File: src/rtl/roba_mult_pipe.sv
// Three-stage pipelined ROBA approximate / exact multiplier with valid/ready flow control.
// P = Ar*B + Br*A - Ar*Br, where Ar and Br are the operand magnitudes rounded to a power of two.
module roba_mult_pipe #(
   parameter int WIDTH  = 16,
   parameter bit SIGNED = 1'b1,
   parameter int TAG_W  = 4
) (
   input  logic               clk,
   input  logic               rst,
   input  logic               i_valid,
   output logic               i_ready,
   input  logic [WIDTH-1:0]   i_a,
   input  logic [WIDTH-1:0]   i_b,
   input  logic               i_mode,
   input  logic [TAG_W-1:0]   i_tag,
   output logic               o_valid,
   input  logic               o_ready,
   output logic [2*WIDTH-1:0] o_p,
   output logic [TAG_W-1:0]   o_tag
);

   localparam int KW = $clog2(WIDTH) + 1;
   localparam int PW = 2 * WIDTH;
   localparam int SW = PW + 2;

   typedef struct packed {
      logic             mode;
      logic             sign;
      logic             zero;
      logic [TAG_W-1:0] tag;
      logic [WIDTH-1:0] abs_a;
      logic [WIDTH-1:0] abs_b;
      logic [KW-1:0]    ka;
      logic [KW-1:0]    kb;
   } s1_t;

   logic            en;
   logic            s1_valid_q, s2_valid_q, o_valid_q;
   s1_t             s1_d, s1_q;
   logic [SW-1:0]   s2_s_d, s2_s_q;
   logic [SW-1:0]   s2_t3_d, s2_t3_q;
   logic            s2_sign_q, s2_zero_q;
   logic [TAG_W-1:0] s2_tag_q;
   logic [PW-1:0]   m_mag, o_p_d, o_p_q;
   logic [TAG_W-1:0] o_tag_q;

   // Position of the leading one, bumped by one when the next bit down is set (m >= 2 only).
   function automatic logic [KW-1:0] round_exp(input logic [WIDTH-1:0] x);
      logic [WIDTH:0] xs;
      logic [KW-1:0]  k;
      xs = {x, 1'b0};
      k  = '0;
      for (int i = 0; i < WIDTH; i++) begin
         if (x[i]) k = (i >= 2 && xs[i]) ? KW'(i + 1) : KW'(i);
      end
      return k;
   endfunction

   assign en      = ~o_valid_q | o_ready;
   assign i_ready = en;
   assign o_valid = o_valid_q;
   assign o_p     = o_p_q;
   assign o_tag   = o_tag_q;

   always_comb begin : stage1
      logic sa, sb;
      // NOTE: every output of an always_comb gets a default first, so no path can infer a latch.
      s1_d       = '0;
      sa         = SIGNED && i_a[WIDTH-1];
      sb         = SIGNED && i_b[WIDTH-1];
      s1_d.abs_a = sa ? -i_a : i_a;
      s1_d.abs_b = sb ? -i_b : i_b;
      s1_d.ka    = round_exp(s1_d.abs_a);
      s1_d.kb    = round_exp(s1_d.abs_b);
      s1_d.zero  = (s1_d.abs_a == '0) || (s1_d.abs_b == '0);
      s1_d.sign  = sa ^ sb;
      s1_d.mode  = i_mode;
      s1_d.tag   = i_tag;
   end

   always_comb begin : stage2
      s2_s_d  = '0;
      s2_t3_d = '0;
      if (s1_q.mode) begin
         s2_s_d = SW'(s1_q.abs_a) * SW'(s1_q.abs_b);
      end else begin
         s2_s_d  = (SW'(s1_q.abs_b) << s1_q.ka) + (SW'(s1_q.abs_a) << s1_q.kb);
         s2_t3_d = SW'(1) << ({1'b0, s1_q.ka} + {1'b0, s1_q.kb});
      end
   end

   // The difference always fits PW bits; the zero flag wins over the formula.
   assign m_mag = s2_zero_q ? '0 : PW'(s2_s_q - s2_t3_q);
   assign o_p_d = s2_sign_q ? -m_mag : m_mag;

   always_ff @(posedge clk) begin
      // NOTE: sequential state uses non-blocking assignments so every register samples pre-edge values.
      if (rst) begin
         s1_valid_q <= 1'b0;
         s2_valid_q <= 1'b0;
         o_valid_q  <= 1'b0;
         o_p_q      <= '0;
         o_tag_q    <= '0;
      end else if (en) begin
         s1_valid_q <= i_valid;
         s2_valid_q <= s1_valid_q;
         o_valid_q  <= s2_valid_q;
         if (s2_valid_q) begin
            o_p_q   <= o_p_d;
            o_tag_q <= s2_tag_q;
         end
      end
   end

   // NOTE: stage data registers carry no reset; the valid bits alone decide whether they mean anything.
   always_ff @(posedge clk) begin
      if (en) begin
         s1_q      <= s1_d;
         s2_s_q    <= s2_s_d;
         s2_t3_q   <= s2_t3_d;
         s2_sign_q <= s1_q.sign;
         s2_zero_q <= s1_q.zero;
         s2_tag_q  <= s1_q.tag;
      end
   end

endmodule

File: config.mk
export PLATFORM = sky130hd
export DESIGN_NAME = roba_mult_pipe
export DESIGN_NICKNAME = d
export VERILOG_FILES = /design/src/rtl/roba_mult_pipe.sv
export SDC_FILE = /design/constraint.sdc
export NUM_CORES = 1
export LEC_CHECK = 0
export CAP_MARGIN = 25
export CORE_MARGIN = 2
export CORE_UTILIZATION = 45
export CTS_CLUSTER_DIAMETER = 50
export CTS_CLUSTER_SIZE = 10
export DETAILED_ROUTE_END_ITERATION = 10
export SYNTH_ARGS = -nofsm -noshare
export SYNTH_HDL_FRONTEND = slang
export SYNTH_SLANG_ARGS = --single-unit
File: constraint.sdc
create_clock -name clk -period 15.45 [get_ports clk]
set_input_delay 3.09 -clock clk [delete_from_list [all_inputs] [get_ports clk]]
set_output_delay 3.09 -clock clk [all_outputs]
set_load 0.02 [all_outputs]
==> flow_metrics.env <==
export IMPL_rows=80
export IMPL_drt_iter0_drc=1293
export IMPL_die_height_um=222.7
export IMPL_rr_worst_depth=21
export IMPL_seq_area_um2=4354
export IMPL_grt_pass1_wl_mm=94.90
export IMPL_ctsHoldBuffers=0
export IMPL_slew_headroom=0.3127
export IMPL_path_depth=3
export IMPL_setup_tns_ns=0
export IMPL_crit_buf_inv=2
export IMPL_holdPathStages=0
export IMPL_h_tree_depth=4
export IMPL_async_flop_share=0
export IMPL_setup_viol=0
export IMPL_slowest_delay_ns=0.75
export IMPL_io_buffers=78
export IMPL_placed_area_um2=22750
export IMPL_core_area_um2=47450
export IMPL_antennaDiodeCount=0
export IMPL_synthCells=2576
export IMPL_cp_start_kind="primary input"
export IMPL_clkSinkCount=158
export IMPL_drtPass1Iterations=5
export IMPL_synth_main_ff_cell="edfxtp_1"
export IMPL_ys_seq_area_frac=0.2023
export IMPL_die_x_um=222.7
export IMPL_dieArea_um2=49590
export IMPL_endpoint_kind="primary output"
export IMPL_tightest_slew_ns=1.031
export IMPL_vias_per_cell=5.643
export IMPL_hp_class="reg -> reg"
export IMPL_cts_reportedPaths_clkPinSlew_ns=0.07
export IMPL_wl_per_cell_um=18.22
export IMPL_ant_nets=0
export IMPL_synth_edff_count=119
export IMPL_cpMostUsedCell="clkdlybuf4s50_1"
export IMPL_synth_ff_latch_count=158
export IMPL_post_cts_buffers=0
export IMPL_post_route_period_util=0.5198
export IMPL_cts_resized=0
export IMPL_fmax_mhz=124.5
export IMPL_outcome="finished clean"
export IMPL_max_cap_violations=0
export IMPL_grt_pass1_vias=18389
export IMPL_min_period_ns=8.031
export IMPL_grt_max_degree=72
export IMPL_slew_viol_final=0
export IMPL_cts_root_buf="clkbuf_16"
export IMPL_critPathSlowestCell="clkdlybuf4s50_1"
export IMPL_multi_input_area_um2=15520
export IMPL_fin_worst_skew_ns=0.009322
export IMPL_synth_cell_types=84
export IMPL_drive_gt1_frac=0.04341
export IMPL_required_ns=12.36
export IMPL_synth_yosys_warnings=0
export IMPL_tritoncts="built"
export IMPL_fin_area_um2=23330
export IMPL_crit_chain="clkdlybuf4s50_1 > nand2b_4 > clkdlybuf4s50_1"
export IMPL_start_util=0.4536
export IMPL_hpwl_mm=45.69
export IMPL_fin_nets=2983
export IMPL_syn_to_final_growth_pct=8.402
export IMPL_num_vias=18028
export IMPL_syn_nets=2992
export IMPL_finalWirelength_mm=58.22
export IMPL_synth_area_um2=21520
export IMPL_clock_latency_ns=0.45
export IMPL_holdWs_ns=0.4215
export IMPL_worstPathArrival_ns=4.94
export IMPL_syn_area_per_cell_um2=8.354
export IMPL_critPathKind="in -> out"
export IMPL_gp_congestion=0.9231
export IMPL_drc_errors=0
export IMPL_crit_fanout=56
export IMPL_cts_buffers=17
export IMPL_antenna_found_initial=1
export IMPL_rsz0062_at_grt="no"
export IMPL_crit_family="buffers and inverters"
export IMPL_grt_overflow_total=0
export IMPL_grt_use_total=0.2422
export IMPL_io_pin_count=79
export IMPL_final_hold_violation_count=0
export IMPL_clockBufferDepth=2
export IMPL_fillers=4663
==> flip-flops by register name, summed over array words and instances, names as in the netlist <==
name        count
s2_tag_q        4
o_valid         1
s1_q           49
s2_sign_q       1
s1_valid_q      1
o_p            32
s2_valid_q      1
s2_t3_q        32
s2_s_q         32
o_tag           4
s2_zero_q       1
==> per-stage QoR <==
step | std cells | util | worst slack [ns]
2_1_floorplan | 2576 | - | 5.645
3_3_place_gp | 3162 | 0.4794 | 7.422
3_5_place_dp | 3162 | 0.4794 | 7.392
4_1_cts | 3194 | 0.4911 | 7.385
5_1_grt | 3195 | 0.4917 | 7.331
6_report | 3195 | 0.4917 | 7.419
==> final timing paths <==
path / from / endpoint / slack (ns)
setup / recovery: o_ready / i_ready / 7.42
setup reg to reg: s1_q[33]$_DFFE_PN_ / s2_s_q[30]$_DFFE_PN_ / 8.14
hold / removal: s1_q[46]$_DFFE_PN_ / s2_zero_q$_DFFE_PN_ / 0.42
hold reg to reg: s1_q[46]$_DFFE_PN_ / s2_zero_q$_DFFE_PN_ / 0.42
==> Yosys cell counts (13+ instances only) <==
master / n / share of area
a211oi_1: 36 / 0.013
a21o_1: 46 / 0.016
a21oi_1: 145 / 0.034
a31oi_1: 14 / 0.0041
and2_1: 131 / 0.038
buf_1: 16 / 0.0028
clkbuf_1: 105 / 0.018
dfxtp_1: 39 / 0.036
edfxtp_1: 119 / 0.17
fa_1: 197 / 0.18
ha_1: 178 / 0.10
inv_1: 306 / 0.053
mux2_2: 16 / 0.0084
mux2i_1: 50 / 0.023
nand2_1: 343 / 0.060
nand2b_1: 16 / 0.0047
nand3_1: 40 / 0.0093
nand4_1: 19 / 0.0055
nor2_1: 208 / 0.036
nor2b_1: 25 / 0.0073
nor3_1: 39 / 0.0091
o21ai_0: 130 / 0.030
o21bai_1: 13 / 0.0045
o22ai_1: 15 / 0.0044
o31ai_1: 23 / 0.0080
or3_1: 13 / 0.0038
xnor2_1: 73 / 0.030
xor2_1: 49 / 0.020
==> kinds of logic after synthesis <==
kind of cell | count (synthesis) | share of synthesized area
compound gates | 512 | 0.1523
mux | 67 | 0.03268
xor+xnor | 123 | 0.05041
simple gates | 904 | 0.1988
buf+inv | 437 | 0.07663
flops | 158 | 0.2023
fa+ha+maj | 375 | 0.2868
==> layer usage <==
layer  global-route usage  share of wire
met2               0.4006           0.46
met1               0.3204           0.45
met3              0.03504          0.051
met4              0.09526          0.033
met5                    0              0
==> area by class of cell <==
| cell class | instances | share of cell area |
|---|---|---|
| multi-input combinational | 1981 | 0.6655 |
| inverter | 309 | 0.04972 |
| tap | 615 | 0.03299 |
| sequential | 158 | 0.1867 |
| clock inverter | 14 | 0.005310 |
| clock buffer | 18 | 0.01840 |
| timing repair buffer | 100 | 0.04141 |
==> cells in the final DEF (no fill, tap or decap), types with 6 or more instances in the layout <==
cell,instances
nand2_1,343
inv_1,306
nor2_1,208
fa_1,197
ha_1,178
a21oi_1,145
o21ai_0,130
and2_1,130
edfxtp_1,119
clkdlybuf4s50_1,78
xnor2_1,73
mux2i_1,50
xor2_1,49
a21o_1,46
nand3_1,40
nor3_1,39
dfxtp_1,39
a211oi_1,36
nor2b_1,25
o31ai_1,23
buf_4,21
nand4_1,19
clkbuf_16,17
mux2_2,16
nand2b_1,15
o22ai_1,15
a31oi_1,14
or3_1,13
o21bai_1,13
and3_1,12
or2_2,10
o21a_1,10
nor4_1,9
o211ai_1,8
a31o_2,6
a211o_1,6
or4_1,6
nand3b_1,6
Power is left out: the tool's default activity adds up to more than one toggle a clock period on the data nets, which glitch-free logic cannot reach.
